### src/rtl/receive_img.sv
// rtl/receive_img.sv - UART 8N1 image receiver writing greyscale pixels into a BRAM
//
// Purpose:
//   Receives 8N1 UART bytes on rx and writes each accepted byte to the next
//   pixel address of an image buffer. After IMG_PIXELS writes, the image is
//   complete. Further bytes are then ignored until rearm is pulsed.
//
// Optional feature (macro RECEIVE_IMG_TIMEOUT_EN):
//   When defined, a partial image is dropped (index back to 0) after
//   TIMEOUT_CYCLES idle cycles. When undefined, partial images persist.
//
// Ports:
//   clk        in   system clock
//   rst_in     in   asynchronous active-high reset
//   rx         in   asynchronous UART line, idle high, LSB first
//   rearm      in   one-cycle pulse: clear img_done, restart at pixel 0
//   wr_addr    out  BRAM write address (holds when wr_en=0)
//   wr_data    out  BRAM write data (holds when wr_en=0)
//   wr_en      out  one-cycle BRAM write strobe
//   img_done   out  sticky, full image written
//   busy       out  UART frame in progress
//   frame_err  out  one-cycle pulse on a bad stop bit
//   err_count  out  saturating framing error count

module receive_img #(
   parameter int CLOCKS_PER_BAUD = 50,
   parameter int IMG_PIXELS      = 16384,
   parameter int ADDR_WIDTH      = 14,
   parameter int TIMEOUT_CYCLES  = 100000
) (
   input  logic                  clk,
   input  logic                  rst_in,
   input  logic                  rx,
   input  logic                  rearm,
   output logic [ADDR_WIDTH-1:0] wr_addr,
   output logic [7:0]            wr_data,
   output logic                  wr_en,
   output logic                  img_done,
   output logic                  busy,
   output logic                  frame_err,
   output logic [7:0]            err_count
);

   localparam int BAUD_W = $clog2(CLOCKS_PER_BAUD);
   localparam logic [BAUD_W-1:0]     HALF_M1  = BAUD_W'(CLOCKS_PER_BAUD / 2 - 1);
   localparam logic [BAUD_W-1:0]     FULL_M1  = BAUD_W'(CLOCKS_PER_BAUD - 1);
   localparam logic [ADDR_WIDTH-1:0] LAST_IDX = ADDR_WIDTH'(IMG_PIXELS - 1);

   typedef enum logic [2:0] {
      S_IDLE,
      S_START,
      S_DATA,
      S_STOP,
      S_WAIT_HIGH
   } state_t;

   state_t                r_state;
   logic                  r_rx_meta;
   logic                  r_rx_sync;
   logic [BAUD_W-1:0]     r_baud_cnt;
   logic [2:0]            r_bit_cnt;
   logic [7:0]            r_shift;
   logic [ADDR_WIDTH-1:0] r_index;
   logic [ADDR_WIDTH-1:0] r_wr_addr;
   logic [7:0]            r_wr_data;
   logic                  r_wr_en;
   logic                  r_img_done;
   logic                  r_frame_err;
   logic [7:0]            r_err_count;
   logic                  w_timeout;

   assign wr_addr   = r_wr_addr;
   assign wr_data   = r_wr_data;
   assign wr_en     = r_wr_en;
   assign img_done  = r_img_done;
   assign frame_err = r_frame_err;
   assign err_count = r_err_count;
   assign busy      = (r_state != S_IDLE);

   // Two-flop synchronizer; resets to the idle line level so no false start bit.
   always_ff @(posedge clk or posedge rst_in) begin
      if (rst_in) begin
         r_rx_meta <= 1'b1;
         r_rx_sync <= 1'b1;
      end else begin
         r_rx_meta <= rx;
         r_rx_sync <= r_rx_meta;
      end
   end

`ifdef RECEIVE_IMG_TIMEOUT_EN
   localparam int TO_W = $clog2(TIMEOUT_CYCLES + 1);
   localparam logic [TO_W-1:0] TO_LIMIT = TO_W'(TIMEOUT_CYCLES);

   logic [TO_W-1:0] r_idle_cnt;

   // Counts only while a partial image is waiting in IDLE; a start bit moves
   // the FSM out of IDLE, which clears the count.
   always_ff @(posedge clk or posedge rst_in) begin
      if (rst_in) begin
         r_idle_cnt <= '0;
      end else if (r_state != S_IDLE || r_index == '0 || r_img_done) begin
         r_idle_cnt <= '0;
      end else if (r_idle_cnt != TO_LIMIT) begin
         r_idle_cnt <= r_idle_cnt + 1'b1;
      end
   end

   assign w_timeout = (r_idle_cnt == TO_LIMIT);
`else
   // Timeout disabled: constant false, parameter kept only for interface parity.
   assign w_timeout = (TIMEOUT_CYCLES < 0);
`endif

   always_ff @(posedge clk or posedge rst_in) begin
      if (rst_in) begin
         r_state     <= S_IDLE;
         r_baud_cnt  <= '0;
         r_bit_cnt   <= '0;
         r_shift     <= '0;
         r_index     <= '0;
         r_wr_addr   <= '0;
         r_wr_data   <= '0;
         r_wr_en     <= 1'b0;
         r_img_done  <= 1'b0;
         r_frame_err <= 1'b0;
         r_err_count <= '0;
      end else begin
         r_wr_en     <= 1'b0;
         r_frame_err <= 1'b0;

         // Pixel index advances the cycle after the write strobe; rearm wins.
         if (rearm) begin
            r_index    <= '0;
            r_img_done <= 1'b0;
         end else if (w_timeout) begin
            r_index <= '0;
         end else if (r_wr_en) begin
            if (r_index == LAST_IDX) begin
               r_index    <= '0;
               r_img_done <= 1'b1;
            end else begin
               r_index <= r_index + 1'b1;
            end
         end

         case (r_state)
            S_IDLE: begin
               if (!r_rx_sync) begin
                  r_state    <= S_START;
                  r_baud_cnt <= '0;
               end
            end

            // Sample mid start bit; a high line here was only a glitch.
            S_START: begin
               if (r_baud_cnt == HALF_M1) begin
                  r_baud_cnt <= '0;
                  r_bit_cnt  <= '0;
                  r_state    <= r_rx_sync ? S_IDLE : S_DATA;
               end else begin
                  r_baud_cnt <= r_baud_cnt + 1'b1;
               end
            end

            S_DATA: begin
               if (r_baud_cnt == FULL_M1) begin
                  r_baud_cnt <= '0;
                  r_shift    <= {r_rx_sync, r_shift[7:1]};
                  if (r_bit_cnt == 3'd7) begin
                     r_state <= S_STOP;
                  end else begin
                     r_bit_cnt <= r_bit_cnt + 1'b1;
                  end
               end else begin
                  r_baud_cnt <= r_baud_cnt + 1'b1;
               end
            end

            S_STOP: begin
               if (r_baud_cnt == FULL_M1) begin
                  r_baud_cnt <= '0;
                  if (r_rx_sync) begin
                     r_state <= S_IDLE;
                     // A completed image or a coincident rearm swallows the byte.
                     if (!r_img_done && !rearm) begin
                        r_wr_en   <= 1'b1;
                        r_wr_data <= r_shift;
                        r_wr_addr <= r_index;
                     end
                  end else begin
                     r_frame_err <= 1'b1;
                     if (r_err_count != 8'hFF) begin
                        r_err_count <= r_err_count + 1'b1;
                     end
                     r_state <= S_WAIT_HIGH;
                  end
               end else begin
                  r_baud_cnt <= r_baud_cnt + 1'b1;
               end
            end

            // Hold off until the line returns high so a stuck-low line is not
            // mistaken for a stream of start bits.
            S_WAIT_HIGH: begin
               if (r_rx_sync) begin
                  r_state <= S_IDLE;
               end
            end

            default: r_state <= S_IDLE;
         endcase
      end
   end

endmodule

### config.mk
export PLATFORM = sky130hd
export DESIGN_NAME = receive_img
export DESIGN_NICKNAME = d
export VERILOG_FILES = /design/src/rtl/receive_img.sv
export SDC_FILE = /design/constraint.sdc
export NUM_CORES = 1
export LEC_CHECK = 0
export ABC_AREA = 1
export BUFFER_PORTS_ARGS = -buffer_cell sky130_fd_sc_hd__buf_2
export CORE_MARGIN = 3
export CORE_UTILIZATION = 35
export DETAILED_ROUTE_END_ITERATION = 8
export GPL_ROUTABILITY_DRIVEN = 0
export MAX_ROUTING_LAYER = met4
export PLACE_DENSITY_LB_ADDON = 0.3
export RECOVER_POWER = 50
export SYNTH_ARGS = -nofsm -noshare
export SYNTH_HDL_FRONTEND = slang
export SYNTH_SLANG_ARGS = --single-unit
### constraint.sdc
create_clock -name clk -period 5.1 [get_ports clk]
set_input_delay 0.765 -clock clk [delete_from_list [all_inputs] [get_ports clk]]
set_output_delay 0.765 -clock clk [all_outputs]
set_load 0.01 [all_outputs]
[Yosys cells after proc, flatten, opt, wreduce, memory -nomap -nowiden]
Cells that the tools add are included.
Widths: inputs -> output; s select.
Cells by class
  bitwise logic cells: 1
  add/subtract/negate cells: 4
  reductions and logical operators: 17
  equality and inequality tests: 16
  muxes and demuxes: 30
Operator list (count)
  $mux 14: 3
  $mux 3: 10
  $mux 6: 3
  $pmux 6 s3: 1
  $pmux 3 s5: 1
  $add 14x1->14 const B: 1
  $eq 14x14->1 const B: 1
  $ne 2x2->1 const B: 7
  $reduce_and 4->1: 3
  $mux 1: 10
  $add 8x1->8 const B: 1
  $ne 8x8->1 const B: 1
  $add 6x1->6 const B: 1
  $eq 3x2->1 const B: 2
  $eq 3x3->1 const B: 2
  $eq 6x5->1 const B: 1
  $eq 6x6->1 const B: 1
  $pmux 3 s2: 1
  $reduce_and 2->1: 3
  $reduce_and 6->1: 1
  $reduce_bool 2->1: 3
  $reduce_bool 3->1: 2
  $add 3x1->3 const B: 1
  $eq 3x1->1 const B: 1
  other kinds (6): 7
Word-level totals
  input port bits: 4
  logic and storage cells: 81
  output and inout port bits: 34
  flip-flop bits (word level): 69

[Logic depth before layout (Yosys ltp)]
Gate-level depths: netlist (run 1).
  depth in word-level cells: 6
  depth in mapped cells: 11

[Least setup slack after synthesis (run 1)]
OpenSTA, ideal clock, no wires.
  path type: input to register
  start: input rearm
  end: register r_index[7]
  stages on the path: 5
  slack: 3551 ps
  setup time: 120 ps
  data arrival time: 1429 ps
  cell sequence: nor2_1 -> nor2_1 -> nand2_1 -> xor2_1 -> nor2_1
On the way
  cells in the longest elaborated chain, start to end: 1
RTL lines
  start, declared: RTL line 34  | input logic rearm,
  $mux 14 / $reduce_bool 2->1 (equally long branches)
  end signal, assigned: RTL line 143  | r_index <= r_index + 1'b1;
  end, declared: RTL line 63  | logic [ADDR_WIDTH-1:0] r_index;
Parallel ways exist; a longest one is shown, timed or not.
A chain may end at the register's enable or synchronous reset.

[Final worst setup path (run 1)]
  start: register r_baud_cnt[1]
  end: register r_wr_data[5] (netlist: wr_data[5])
On the way
  cells in the longest elaborated chain, start to end: 2
RTL lines
  start, declared: RTL line 60  | logic [BAUD_W-1:0] r_baud_cnt;
  start signal, assigned: RTL line 162  | r_baud_cnt <= r_baud_cnt + 1'b1;
  start signal, assigned: RTL line 176  | r_baud_cnt <= r_baud_cnt + 1'b1;
  start signal, assigned: RTL line 199  | r_baud_cnt <= r_baud_cnt + 1'b1;
  $eq 6x6->1: RTL line 181  | if (r_baud_cnt == FULL_M1) begin
  $reduce_and 4->1 (no line)
  end signal, assigned: RTL line 188  | r_wr_data <= r_shift;
  end, declared: RTL line 65  | logic [7:0] r_wr_data;
No other way between the ends.

==> flow_summary.json, run 1 <==
{
  "die_x_um": 105,
  "final.setup_skew_ps": 7.30,
  "grt_max_degree": 70,
  "yosys_register_bits": 69,
  "stdcell_count": 600,
  "grt_pass1_vias": 2735,
  "grt.overflow.total": 0,
  "ff_latch_area_um2": 1730,
  "cp.arrival_ps": 2630,
  "synth_edf_count": 0,
  "fillers": 1007,
  "io_pins": 38,
  "clkLatencyLatePin_ps": 350,
  "clk_pin_slew_ps": 70,
  "cts-root-buf": "clkbuf_8",
  "relSlewSlack": 0.354,
  "port_buffers": 37,
  "syn_inst": 427,
  "cp-startpoint": "r_baud_cnt[1]$_DFFE_PP0P_",
  "cts_setup_buffers": 0,
  "setup_viol": 0,
  "worstHoldPathType": "register to register",
  "synth_warnings": 0,
  "avgSynthCellArea_um2": 8.03,
  "cts_inserted_buffers": 9,
  "power_per_cell_area_nw_per_um2": 335,
  "synth_ff_type": "dfrtp_1",
  "ctsResizeCount": 0,
  "status": "finished clean",
  "holdWs_ps": 361,
  "final_cell_mix": "nand2_1, dfrtp_1, nor2_1",
  "detail_route.wl_per_cell_um": 12.4,
  "cap_violations": 0,
  "crit_type": "register to register",
  "tns_ps": 0,
  "grt_pass1_wl_um": 13100,
  "hold-path-cell-count": 0,
  "synth_nets": 438,
  "vias": 2782,
  "postRouteAntennaNets": 0,
  "drive_above_1_share": 0.121,
  "leakagePower_nw": 2.07,
  "synth.area.top_cells": "dfrtp_1, nand2_1, nand3_1",
  "cts_tree": "yes",
  "first_pass_iters": 4,
  "synth_top_area_frac": 0.489,
  "crit_required_ps": 5390,
  "yosysUniqueCellTypes": 30,
  "r2r_cells": 8,
  "nNetsFinal": 477,
  "max_freq_ghz": 0.426,
  "drt_drc_violations_left": 0,
  "n_antenna_cell": 0,
  "cts_sinks": 69,
  "chipHeight_um": 105,
  "tightestPinTransition_ps": 967,
  "clockBufferDepth": 2,
  "first_iter_violations": 114,
  "ctsHoldBuffers": 0,
  "core_um2": 9370,
  "hpwl_um": 5240,
  "wl_um": 7430,
  "syn-cell-area_um2": 3430,
  "placementRows": 35,
  "yosysSeqAreaShare": 0.504,
  "min_period_ps": 2350,
  "peakVddDrop_uv": 127,
  "multi_input_area_um2": 1470,
  "async_flop_share": 1.00,
  "rsz0062_at_grt": "false",
  "start_util": 0.366,
  "final_common_cell": "nand2_1",
  "hold_viol_final": 0,
  "area_growth_pct": 13.1,
  "fp.dieArea_um2": 11000,
  "dp.cells": 584,
  "grt_use_total": 0.149,
  "htreeDepth": 3,
  "critPathLaunchType": "register",
  "post-route-period-util": 0.460,
  "via_per_inst": 4.64,
  "slew_viol_final": 0,
  "worstSetupEndpointType": "register",
  "synth_top_cell_by_area": "dfrtp_1",
  "r2r-start": "r_baud_cnt[1]$_DFFE_PP0P_",
  "holdCritStartpoint": "r_rx_meta$_DFF_PP1_",
  "crit_fanout": 27,
  "r2r_slack_ps": 2750,
  "antenna_found_initial": 0
}
-- logic make-up (layout without fill, tap and decap cells) --
logic type | Yosys count | after routing | synth area share
simple gates | 249 | 249 | 0.308
flops | 69 | 69 | 0.504
buf+inv | 47 | 91 | 0.0628
compound gates | 40 | 40 | 0.0613
xor+xnor | 15 | 15 | 0.0383
fa+ha+maj | 7 | 7 | 0.0255
-- cell type report --
cell class | instances | area share
Multi-Input combinational cell | 311 | 0.380
Tap cell | 129 | 0.0416
Inverter | 37 | 0.0361
Sequential cell | 69 | 0.446
Clock buffer | 10 | 0.0329
Clock inverter | 6 | 0.0165
Timing Repair Buffer | 38 | 0.0471
-- worst max-delay path, cell delays in order, from the launching register on --
cell and delay, ps:
dfrtp_1 400, inv_1 100, ha_1 170, nand2_1 50, nor2_1 100, nand2_1 570, nor2_4 670, nand2_1 110
nand2_1 100
-- metrics by stage --
stage / power [mW] / cell area [um^2] / util / setup WS (ps)
2_1_floorplan: 0.818 / 3430 / - / 2600
3_3_place_gp: 0.870 / 3710 / 0.396 / 2940
3_5_place_dp: 0.878 / 3710 / 0.396 / 2920
4_1_cts: 1.32 / 3900 / 0.416 / 3020
5_1_grt: 1.39 / 3880 / 0.414 / 2400
6_report: 1.30 / 3880 / 0.414 / 2750
-- registers in the layout, indices dropped and copies added, names as in the netlist --
register and cells:
err_count 8, frame_err 1, img_done 1, r_baud_cnt 6, r_bit_cnt 3, r_index 14, r_rx_meta 1, r_rx_sync 1
r_shift 8, r_state 3, wr_addr 14, wr_data 8, wr_en 1
-- final timing paths --
check | end
setup / recovery | wr_data[5]$_DFFE_PP0P_
hold / removal | r_rx_sync$_DFF_PP1_
setup reg to reg | wr_data[5]$_DFFE_PP0P_
hold reg to reg | r_rx_sync$_DFF_PP1_
max in group asynchronous | r_bit_cnt[0]$_DFFE_PP0P_
min in group asynchronous | wr_addr[7]$_DFFE_PP0P_
-- per-layer routing --
metal	wire (um)	global-route usage	part of all wire
met1	3480	0.189	0.47
met2	3550	0.237	0.48
met3	323	0.0371	0.044
met4	68	0.0440	0.0092
met5	0	-	0
-- Yosys cell counts (3+ instances only) --
library cell / number
o21ai_0: 23
xnor2_1: 9
nand2_1: 151
nor2_1: 46
nand3_1: 35
dfrtp_1: 67
inv_2: 3
xor2_1: 6
ha_1: 7
o21ai_1: 11
inv_1: 33
buf_4: 3
buf_6: 3
nand4_1: 5
-- power breakdown --
| group | total, mW | switching (mW) | internal (mW) |
|---|---|---|---|
| logic | 0.254 | 0.179 | 0.0751 |
| registers | 0.610 | 0.0343 | 0.576 |
| clock network | 0.435 | 0.210 | 0.225 |
| total | 1.30 | 0.423 | 0.876 |
Power figures use the tool's default switching activity.
==> run 2, diff against run 1 <==
--- a/config.mk
+++ b/config.mk
@@ -5,7 +5,7 @@
 export SDC_FILE = /design/constraint.sdc
 export NUM_CORES = 1
 export LEC_CHECK = 0
-export ABC_AREA = 1
+export ABC_AREA = 0
 export BUFFER_PORTS_ARGS = -buffer_cell sky130_fd_sc_hd__buf_2
 export CORE_MARGIN = 3
 export CORE_UTILIZATION = 35
==> constraint.sdc (replaced) <==
create_clock -name clk -period 2.44 [get_ports clk]
set_input_delay 0.366 -clock clk [delete_from_list [all_inputs] [get_ports clk]]
set_output_delay 0.366 -clock clk [all_outputs]
set_load 0.01 [all_outputs]
==> run 2 against run 1 <==
Sequential cell count unchanged. Synthesized area fell by 6.6%. Worst hold slack lost 230 ps. Via count down 21%. Synthesized cell count decreased by 37%. Sequential share of layout area up 2.3 points. Sequential power rose by 97%. Power is 71% higher. Cell area down 4.9%. Global-route usage shrank 1.8 points. Critical path type unchanged. Critical endpoint is now wr_data[1]$_DFFE_PP0P_. Largest power group unchanged. Highest routed layer unchanged.
==> flow_summary.json, run 2 <==
{
  "leakagePower_nw": 1.75,
  "cp.arrival_ps": 2260,
  "cap_violations": 0,
  "clk_pin_slew_ps": 70,
  "post-route-period-util": 0.836,
  "wl_met2_um": 2860,
  "grt_pass1_wl_um": 10400,
  "grt_pass1_vias": 2143,
  "grt.overflow.total": 0,
  "antenna_found_initial": 0,
  "grt_max_degree": 31,
  "status": "finished clean",
  "wl_met1_um": 2920,
  "ctsHoldBuffers": 0,
  "crit_type": "register to register",
  "highest_layer": "met4",
  "cts_sinks": 69,
  "cts_tree": "yes",
  "synth_top_area_frac": 0.524,
  "synth.top_cells.by_count": "dfrtp_1, mux2_2, nor2_1, nand2_1, xnor2_1",
  "via_per_inst": 5.18,
  "crit_required_ps": 2660,
  "yosysMostFrequentCell": "dfrtp_1",
  "worstSetupEndpointType": "register",
  "wl_met3_um": 239,
  "cts_setup_buffers": 0,
  "postRouteAntennaNets": 0,
  "avgSynthCellArea_um2": 11.9,
  "cts_inserted_buffers": 9,
  "n_antenna_cell": 0,
  "cts-root-buf": "clkbuf_8",
  "stdcell_count": 426,
  "synth_top_cell_by_area": "dfrtp_1",
  "yosysSeqAreaShare": 0.540,
  "slew_viol_final": 0,
  "worstHoldPathType": "primary input to register",
  "hpwl_um": 4160,
  "yosys_register_bits": 69,
  "relSlewSlack": 0.286,
  "detail_route.wl_per_cell_um": 14.4,
  "dp.cells": 411,
  "port_buffers": 37,
  "chipHeight_um": 102,
  "postPlaceCellArea_um2": 3540,
  "clockBufferDepth": 2,
  "core_um2": 8810,
  "synth_nets": 281,
  "drt_drc_violations_left": 0,
  "synth_ff_type": "dfrtp_1",
  "first_pass_iters": 4,
  "power_per_cell_area_nw_per_um2": 602,
  "async_flop_share": 1.00,
  "yosysUniqueCellTypes": 46,
  "fp.dieArea_um2": 10300,
  "synth.area.top_cells": "dfrtp_1, mux2_2, xnor2_1",
  "final_common_cell": "dfrtp_1",
  "syn_inst": 270,
  "start_util": 0.363,
  "io_pins": 38,
  "crit_fanout": 23,
  "syn-cell-area_um2": 3200,
  "hold_viol_final": 0,
  "peakVddDrop_uv": 256,
  "placementRows": 34,
  "stdcell_area_um2": 3690,
  "vias": 2206,
  "tns_ps": 0,
  "ctsResizeCount": 0,
  "max_freq_ghz": 0.490,
  "nNetsFinal": 325,
  "final.setup_skew_ps": 9.48,
  "grt_use_total": 0.131,
  "setup_viol": 0,
  "synth_warnings": 0,
  "rsz0062_at_grt": "false",
  "area_growth_pct": 15.2,
  "clkLatencyLatePin_ps": 340,
  "drive_above_1_share": 0.270,
  "min_period_ps": 2040,
  "die_x_um": 102,
  "wl_um": 6130,
  "critPathLaunchType": "register",
  "final_cell_mix": "dfrtp_1, mux2_2, buf_2",
  "synth_edf_count": 0,
  "first_iter_violations": 78,
  "tightestPinTransition_ps": 1070,
  "htreeDepth": 3
}
-- run 2: cell count changes after synthesis, moves of 4 or more --
cell	before	now
nand3_1	35	9
or3_1	0	7
a21oi_1	2	8
nor2_1	46	22
and3_1	0	5
o21ai_1	11	0
mux2_2	0	33
inv_1	33	5
o21ai_0	23	6
clkbuf_1	0	6
nand2_1	151	16
nor4_1	0	4
nand2b_1	0	6
-- run 2: metal layers --
| layer | vias to the layer above | global-route usage |
|---|---|---|
| met3 | 12 | 0.0289 |
| li1 | 1065 | - |
| met1 | 1093 | 0.173 |
| met2 | 36 | 0.194 |
| met4 | 0 | 0.0552 |
| met5 | - | - |
-- run 2: worst max-delay path: stages, from the launching register on --
cell	delay [ps]
dfrtp_1	570
nand2b_4	120
or4b_4	510
nor3_4	170
buf_12	210
mux2_2	340
-- run 2: final timing paths --
| kind | startpoint | endpoint | slack, ps | cells past startpoint |
|---|---|---|---|---|
| max in group asynchronous | rst_in | r_index[0]$_DFFE_PP0P_ | 830 | 3 |
| setup / recovery | r_state[0]$_DFFE_PP0P_ | wr_data[1]$_DFFE_PP0P_ | 400 | 5 |
| hold / removal | rx | r_rx_meta$_DFF_PP1_ | 130 | 1 |
| setup reg to reg | r_state[0]$_DFFE_PP0P_ | wr_data[1]$_DFFE_PP0P_ | 400 | 5 |
| hold reg to reg | r_rx_meta$_DFF_PP1_ | r_rx_sync$_DFF_PP1_ | 350 | 0 |
| min in group asynchronous | rst_in | r_shift[4]$_DFFE_PP0P_ | 280 | 2 |
-- run 2: layout make-up --
cell class	instances	area, um^2
clock inverters	6	65.1
flip-flops and latches	69	1730
well taps	108	135
clock buffers	9	124
repair buffers	44	226
inverters	5	18.8
fillers	848	5120
multi-input cells	185	1390
-- run 2: report_power, final --
part,internal (mW),switching [mW],leakage (nW)
sequential,1.16,0.0358,0.951
clock,0.466,0.447,0.0950
combinational,0.0403,0.0685,0.708
-- run 2: per-stage QoR --
| step | hold WS [ps] | setup WS, ps | util | power (mW) |
|---|---|---|---|---|
| after detailed placement | 349 | 410 | 0.402 | 1.34 |
| after global placement | 349 | 464 | 0.402 | 1.33 |
| after CTS | 106 | 380 | 0.423 | 2.26 |
| final | 126 | 401 | 0.419 | 2.22 |
| after floorplan | 345 | 337 | - | 1.30 |
| after global routing | 116 | 300 | 0.419 | 2.32 |
-- run 2: kinds of logic (layout without fill, tap and decap cells) --
group | count (synthesis) | after routing | synth area share
simple gates | 94 | 94 | 0.172
flops | 69 | 69 | 0.540
compound gates | 34 | 34 | 0.0723
mux | 33 | 33 | 0.116
xor+xnor | 17 | 17 | 0.0465
buf+inv | 16 | 64 | 0.0254
fa+ha+maj | 7 | 7 | 0.0274
